[config.mk]
export PLATFORM = sky130hd
export DESIGN_NAME = div_unit
export DESIGN_NICKNAME = d
export VERILOG_FILES = /design/src/rtl/div_unit_pkg.sv /design/src/rtl/div_unit.sv
export SDC_FILE = /design/constraint.sdc
export NUM_CORES = 1
export LEC_CHECK = 0
export ABC_AREA = 1
export CORE_MARGIN = 5
export CORE_UTILIZATION = 63
export DETAILED_ROUTE_END_ITERATION = 8
export PLACE_DENSITY_LB_ADDON = 0.3
export SYNTH_ARGS = -nofsm -noshare
export SYNTH_HDL_FRONTEND = slang
export SYNTH_SLANG_ARGS = --single-unit
[constraint.sdc]
create_clock -name clk -period 6 [get_ports clk]
set_clock_uncertainty 0.15 [all_clocks]
set_input_delay 1.8 -clock clk [delete_from_list [all_inputs] [get_ports clk]]
set_output_delay 1.8 -clock clk [all_outputs]
set_load 0.02 [all_outputs]
[src/rtl/div_unit_pkg.sv]
// div_unit_pkg: shared execute-stage defines for the divider
//   DIV_CONTROL / DIVU_CONTROL : ALU control codes that engage the divider stall
//   state_e                    : divider FSM state encodings
//   neg_if                     : conditional two's-complement negate
package div_unit_pkg;
  localparam logic [4:0] DIV_CONTROL  = 5'd20;
  localparam logic [4:0] DIVU_CONTROL = 5'd21;
  typedef enum logic [1:0] {
    S_IDLE    = 2'd0,
    S_BUSY    = 2'd1,
    S_DIVZERO = 2'd2,
    S_DONE    = 2'd3
  } state_e;
  function automatic logic [31:0] neg_if(input logic n, input logic [31:0] v);
    return n ? -v : v;
  endfunction
endpackage

[src/rtl/div_unit.sv]
// div_unit: multi-cycle radix-2 restoring 32-bit divider for DIV/DIVU
//   clk, rst            : clock, synchronous active-high reset
//   start_i             : DIV/DIVU in E, held across the stall
//   signed_div_i        : 1 = DIV, 0 = DIVU
//   opdata1_i/opdata2_i : dividend / divisor
//   annul_i             : exception flush, aborts the divide
//   result_o            : {remainder, quotient}, registered
//   ready_o             : one-cycle result-valid pulse, registered
module div_unit
  import div_unit_pkg::*;
(
  input  logic        clk,
  input  logic        rst,
  input  logic        start_i,
  input  logic        signed_div_i,
  input  logic [31:0] opdata1_i,
  input  logic [31:0] opdata2_i,
  input  logic        annul_i,
  output logic [63:0] result_o,
  output logic        ready_o
);
  state_e      state_q;
  logic [31:0] rem_q, rem_d, quo_q, quo_d, dvsr_q;
  logic [32:0] rem_sh, diff;
  logic [5:0]  cnt_q;
  logic        qneg_q, rneg_q, ready_q;
  logic [63:0] result_q;
  // rem_q stays below the divisor, so the 33rd remainder bit only exists in the shifted trial value
  always_comb begin
    rem_sh = {rem_q, quo_q[31]};
    diff   = rem_sh - {1'b0, dvsr_q};
    rem_d  = diff[32] ? rem_sh[31:0] : diff[31:0];
    quo_d  = {quo_q[30:0], ~diff[32]};
  end
  always_ff @(posedge clk) begin
    if (rst) begin
      state_q  <= S_IDLE;
      ready_q  <= 1'b0;
      result_q <= 64'h0;
      cnt_q    <= 6'd0;
      rem_q    <= 32'h0;
      quo_q    <= 32'h0;
      dvsr_q   <= 32'h0;
      qneg_q   <= 1'b0;
      rneg_q   <= 1'b0;
    end else if (annul_i) begin
      state_q <= S_IDLE;
      ready_q <= 1'b0;
    end else begin
      case (state_q)
        S_IDLE: begin
          ready_q <= 1'b0;
          if (start_i && opdata2_i == 32'h0) state_q <= S_DIVZERO;
          else if (start_i) begin
            rem_q   <= 32'h0;
            quo_q   <= neg_if(signed_div_i & opdata1_i[31], opdata1_i);
            dvsr_q  <= neg_if(signed_div_i & opdata2_i[31], opdata2_i);
            qneg_q  <= signed_div_i & (opdata1_i[31] ^ opdata2_i[31]);
            rneg_q  <= signed_div_i & opdata1_i[31];
            cnt_q   <= 6'd0;
            state_q <= S_BUSY;
          end
        end
        S_BUSY: begin
          rem_q <= rem_d;
          quo_q <= quo_d;
          cnt_q <= cnt_q + 6'd1;
          if (cnt_q == 6'd31) begin
            state_q  <= S_DONE;
            ready_q  <= 1'b1;
            result_q <= {neg_if(rneg_q, rem_d), neg_if(qneg_q, quo_d)};
          end
        end
        S_DIVZERO: begin
          state_q  <= S_DONE;
          ready_q  <= 1'b1;
          result_q <= 64'h0;
        end
        S_DONE: begin
          state_q <= S_IDLE;
          ready_q <= 1'b0;
        end
      endcase
    end
  end
  assign result_o = result_q;
  assign ready_o  = ready_q;
endmodule

======== Word level (Yosys, flattened, before mapping) ========
Cells that the tools add are included.
word-level totals
  flip-flop bits (word level) ............. 171
  word-level logic and storage cells ...... 63
  input bits .............................. 69
  output and inout bits ................... 65
cells by class
  bitwise logic cells ..................... 7
  equality and inequality tests ........... 8
  add/subtract/negate cells ............... 6
  reduce and logical (&&, ||, !) cells .... 11
  muxes and demuxes ....................... 22
operators with widths
  operator                                       count
  2-to-1 mux 32 bit                              9
  negator 32 bit                                 4
  one-hot mux 32 bit (2 select lines)            2
  one-hot mux 64 bit (2 select lines)            1
  2-to-1 mux 64 bit                              1
  subtractor 33 x 32 -> 33 bit                   1
  zero test 32 bit                               1
  2-to-1 mux 6 bit                               2
  one-hot mux 6 bit (2 select lines)             1
  one-hot mux 2 bit (4 select lines)             1
  AND reduction 4 bit                            2
  adder 6 x 1 -> 6 bit, second input constant    1
  == test 6 x 5 -> 1 bit, second input constant  1
  2-to-1 mux 2 bit                               3
  inequality test 2 bit, second input constant   3
  == test 2 bit, second input constant           2
  nonzero test 2 bit                             2
  OR reduction 2 bit                             2
  AND 1 bit                                      3
  inequality test 3 bit, second input constant   1
  NOT 1 bit                                      3
  one-hot mux 1 bit (3 select lines)             1
  AND reduction 3 bit                            1
  == test 2 x 1 -> 1 bit, second input constant  1
  5 further kinds                                5

======== Logic depth before layout (Yosys ltp) ========
  depth after elaboration ................. 6
  mapped depth ............................ 30
  depth with buffers taken out ............ 28

======== Worst setup path after synthesis ========
OpenSTA, ideal clock, no wires.
  kind .................................... register -> register
  from .................................... reg quo_q[31]
  to ...................................... reg result_q[30], in the netlist result_o[30]
  buffers on the path ..................... 2
  clock period less this slack ............ 4062 ps
  data required time ...................... 5780 ps
  library setup time ...................... 70 ps
  stages on the path, launching flop included .. 30
  arrival ................................. 3841 ps
  setup slack ............................. 1938 ps
  path through ............................ dfxtp_1 inv_1 ha_1 inv_1 fa_1 nand2_1 nand2_1 nand3_1 nand2_2 nand2_1 nand2_2 nand2_4 nand3_4 nand2_8 buf_8 buf_6 ha_1 inv_1 nor3_1 nor3b_1 nand3_1 nor2_1 nand3_1 nor4_2 nand2_1 o21ai_1 o21ai_0 a21oi_1 o21ai_1 a21oi_1
between the ends
  word-level cells in the longest chain between the ends .. 6
ends and longest elaborated chain
  item                                 RTL line            text
  start: declaration                   div_unit.sv:23      logic [31:0] rem_q, rem_d, quo_q, quo_d, dvsr_q;
  start signal: assignment             div_unit.sv:56      quo_q <= neg_if(signed_div_i & opdata1_i[31], opdata1_i);
  start signal: assignment             div_unit.sv:66      quo_q <= quo_d;
  subtractor 33 x 32 -> 33 bit         div_unit.sv:31      diff = rem_sh - {1'b0, dvsr_q};
  NOT 1 bit                            div_unit.sv:33      quo_d = {quo_q[30:0], ~diff[32]};
  negator 32 bit                       div_unit_pkg.sv:15  return n ? -v : v;
  2-to-1 mux 32 bit                    div_unit_pkg.sv:15
  2-to-1 mux 64 bit                    div_unit.sv:68      if (cnt_q == 6'd31) begin
  one-hot mux 64 bit (2 select lines)  div_unit.sv:50      case (state_q)
  end signal: assignment               div_unit.sv:71      result_q <= {neg_if(rneg_q, rem_d), neg_if(qneg_q, quo_d)};
  end: declaration                     div_unit.sv:27      logic [63:0] result_q;
No other way between the ends. The select of a mux whose other input is x is not followed.
A chain may end at the register's enable or synchronous reset.

======== Final worst setup path ========
  from .................................... reg dvsr_q[19]
  to ...................................... reg result_q[30], in the netlist result_o[30]
between the ends
  word-level cells in the longest chain between the ends .. 6
ends and longest elaborated chain
  item                                 RTL line            text
  start: declaration                   div_unit.sv:23
  start signal: assignment             div_unit.sv:57      dvsr_q <= neg_if(signed_div_i & opdata2_i[31], opdata2_i);
  subtractor 33 x 32 -> 33 bit         div_unit.sv:31
  NOT 1 bit                            div_unit.sv:33
  negator 32 bit                       div_unit_pkg.sv:15
  2-to-1 mux 32 bit                    div_unit_pkg.sv:15
  2-to-1 mux 64 bit                    div_unit.sv:68
  one-hot mux 64 bit (2 select lines)  div_unit.sv:50
No other way between the ends. The select of a mux whose other input is x is not followed.

==> results.toml <==
[pwr]
p_int_uw = 2050
power_frac_clock_pct = 35.5
ir_drop_uv = 234
power_frac_seq_pct = 38.7
p_sw_uw = 1130
leakage_uw = 0.00666
swShare_pct = 35.5
power.share.combinational_pct = 25.8
p_per_area_nw_per_um2 = 219

[global_route]
grt_util_all_layers_pct = 34.2
grt_pass1_vias = 12600
gr-total-overflow = 0
grt_max_degree = 93
grt_pass1_wl_um = 62800
grt_antenna_before_repair = 0

[synthesis]
synthArstFlopShare_pct = 0
synth_common_cells = "668 x nand2_1, 233 x inv_1, 197 x a21oi_1"
synthFlopType = "dfxtp_1"
ys_seq_area_share_pct = 27.3
synth_top_area_share_pct = 27.3
synth_top_cell_by_area = "dfxtp_1"
syn-instance-count = 2064
synth_edf_count = 0
ys_top_cells_by_area = "dfxtp_1 27%, nand2_1 20%, a21oi_1 7.9%, inv_1 7.0%, nand3_1 5.1%"
yosys_warnings = 0
syn_avg_cell_area_um2 = 6.07
synth_nets = 2174
ys_types = 53
synth_most_common_cell = "nand2_1"
synth_seq_cells = 171
synth_area_um2 = 12500

[critical_path]
arrival_ns = 5.08
cp-start-kind = "flop"
critPathKind = "flop to flop"
r2r-end = "result_o[30]"
max_stage_delay_ns = 0.35
reg2reg_slack_ns = 1.13
reg2reg_from = "dvsr_q[19]"
rr_worst_depth = 23
path_cells = "inv_1 -> ha_1 -> a21oi_1 -> nand2_1 -> nand2_1 -> nand2_2 -> a21oi_4 -> nand3_4 -> nand2_8 -> ha_1 -> inv_1 -> nor3_1 -> nor3b_1 -> nand3_1 -> nor2_1 -> nand3_1 -> nor4_2 -> nand2_1 -> o21ai_1 -> o21ai_0 -> a21oi_1 -> o21ai_1 -> a21oi_1"
worst-path-max-fanout = 46
cp.required_ns = 6.21
critPathCaptureType = "flop"
critPathSlowestCell = "ha_1"

[timing]
fin_crit_ns = 4.87
maxSlewViolCount = 0
layout_setup_ws_ns = 1.13
fin_tns_setup_ns = 0
period_share_pct = 81.1
finalSetupViolations = 0
rsz0062_at_grt = "false"
fmax_mhz = 205
finalHoldViolCount = 0
worst_pin_slew_ns = 0.946
relSlewSlack_pct = 36.8

[clocking]
cts_sinks = 171
post_cts_buffers = 0
root_buffer = "clkbuf_16"
clkLatencyLatePin_ns = 0.44
cts_max_path_buffers = 2
cts_max_level = 4
cts_resized = 0
cts_tree = "built"
holdBufCountCts = 0
clkSlewWorstSetupHoldPaths_ns = 0.07
numCtsBuffers = 17

[drt]
first_pass_iters = 6
route.detailed.drc = 0
vias = 13800
wl_met1_um = 17000
wl_met2_um = 17100
drt_iter0_drc = 1427
wl_um = 39000
post_drt_wl_per_cell_um = 16.1
routed-wl-met3_um = 3900
viasPerCell = 5.67
top_layer_used = "met4"
ant_nets = 0

[final_layout]
diodes = 0
drive_gt1_share_pct = 5.78
syn_to_final_growth_pct = 16.0
nets = 2260

[placed_design]
io_buffer_count = 133
dp_hpwl_um = 29800
place_ws_ns = 1.11
gp_congestion = 1.01

[flow_run]
maxCapViolCount = 0

[worst_hold_path]
min_delay_path_depth = 2
hold_end = "result_o[32]"
hold_class = "flop to flop"
min_from = "result_o[32]"

[status]
outcome = "finished, final reports clean"

[floorplanning]
initial_core_util_pct = 64.1
dieHeight_um = 151
coreArea_um2 = 19500
die_area_um2 = 22800
fp-row-count = 51
fp.dieW_um = 151
ios = 134
layout make-up:
| type | count | area (um^2) |
|---|---|---|
| inverters | 242 | 908 |
| repair buffers | 141 | 1400 |
| well taps | 265 | 332 |
| fillers | 1675 | 4990 |
| clock inverters | 15 | 175 |
| flip-flops and latches | 171 | 3420 |
| multi-input cells | 1577 | 7870 |
| clock buffers | 17 | 425 |
power groups by stage:
stage / combinational, uW / clock (uW) / sequential [uW]
after CTS: 803 / 1130 / 1230
after global routing: 910 / 1180 / 1230
after floorplan: 560 / 0 / 1240
after detailed placement: 795 / 0 / 1250
final: 821 / 1130 / 1230
after global placement: 781 / 0 / 1250
layout by cell type, fill, tap and decap left out, types with 3 or more instances in the layout:
| cell | Yosys | routed |
|---|---|---|
| or2_2 | 13 | 13 |
| inv_1 | 233 | 232 |
| clkinv_8 | 0 | 3 |
| xor2_1 | 44 | 44 |
| nand4_1 | 14 | 14 |
| and2_1 | 3 | 3 |
| inv_2 | 7 | 8 |
| nand2_2 | 27 | 28 |
| clkbuf_16 | 0 | 17 |
| clkdlybuf4s50_1 | 0 | 132 |
| nand2_1 | 668 | 667 |
| nor2_2 | 10 | 10 |
| inv_6 | 0 | 5 |
| nor3_1 | 29 | 28 |
| nor4_1 | 13 | 13 |
| nand3b_1 | 12 | 12 |
| dfxtp_1 | 171 | 171 |
| nor2_1 | 163 | 161 |
| ha_1 | 40 | 40 |
| o21ai_1 | 10 | 10 |
| o211ai_1 | 5 | 5 |
| o21ai_0 | 93 | 93 |
| o21bai_1 | 5 | 5 |
| a21o_1 | 6 | 6 |
| buf_4 | 1 | 8 |
| nor2_4 | 1 | 3 |
| nand3_1 | 127 | 127 |
| a31oi_1 | 31 | 31 |
| a21oi_2 | 3 | 3 |
| nand2_4 | 7 | 7 |
| xnor2_1 | 29 | 29 |
| a21oi_1 | 197 | 197 |
per-stage QoR:
step / util (%) / std cells / hold slack, ns / instance area, um^2 / total power [uW]
after floorplan: - / 2064 / 0.283 / 12500 / 1800
after global placement: 71.4 / 2396 / 0.303 / 13900 / 2030
after detailed placement: 71.4 / 2396 / 0.304 / 13900 / 2050
after CTS: 74.4 / 2428 / 0.316 / 14500 / 3150
after global routing: 74.4 / 2428 / 0.328 / 14500 / 3330
final: 74.4 / 2428 / 0.315 / 14500 / 3180
critical path: cells and delay by family, from the launching register on:
kind / cells / cell delay [ns]
buffers and inverters: 2 / 0.14
adder cells (fa/ha/maj): 2 / 0.57
AO/OA/AOI/OAI: 7 / 1.27
AND/OR/NAND/NOR: 12 / 2.27
flip-flops: 1 / 0.34
per-layer routing:
metal | vias up | GRT usage, %
met5 | - | 0
met1 | 6173 | 48.5
li1 | 6811 | -
met3 | 88 | 6.70
met4 | 0 | 11.1
met2 | 689 | 52.3
logic make-up after synthesis:
group	share of synthesized area (%)
and+or+nand+nor	37.6
AOI/OAI and AO/OA	15.8
buffers and inverters	10.0
DFF	27.3
xor gates and xnor gates	5.10
adders and majority gates	4.16
sequential cells by signal, indices dropped and copies added, names as in the netlist:
| signal | count |
|---|---|
| cnt_q | 6 |
| dvsr_q | 32 |
| qneg_q | 1 |
| quo_q | 32 |
| ready_o | 1 |
| rem_q | 32 |
| result_o | 64 |
| rneg_q | 1 |
| state_q | 2 |
worst max-delay path by stage:
stage	start	endpoint	cells past startpoint	slack, ns
floorplan	quo_q[31]	result_o[30]	29	1.94
detailed placement	opdata2_i[0]	cnt_q[4]	15	1.11
CTS	quo_q[31]	result_o[30]	27	1.26
global placement	opdata2_i[25]	cnt_q[4]	13	1.20
finish	dvsr_q[19]	result_o[30]	23	1.13
global route	quo_q[31]	result_o[30]	27	0.73
Note: power is estimated with default switching activity, not from simulation.
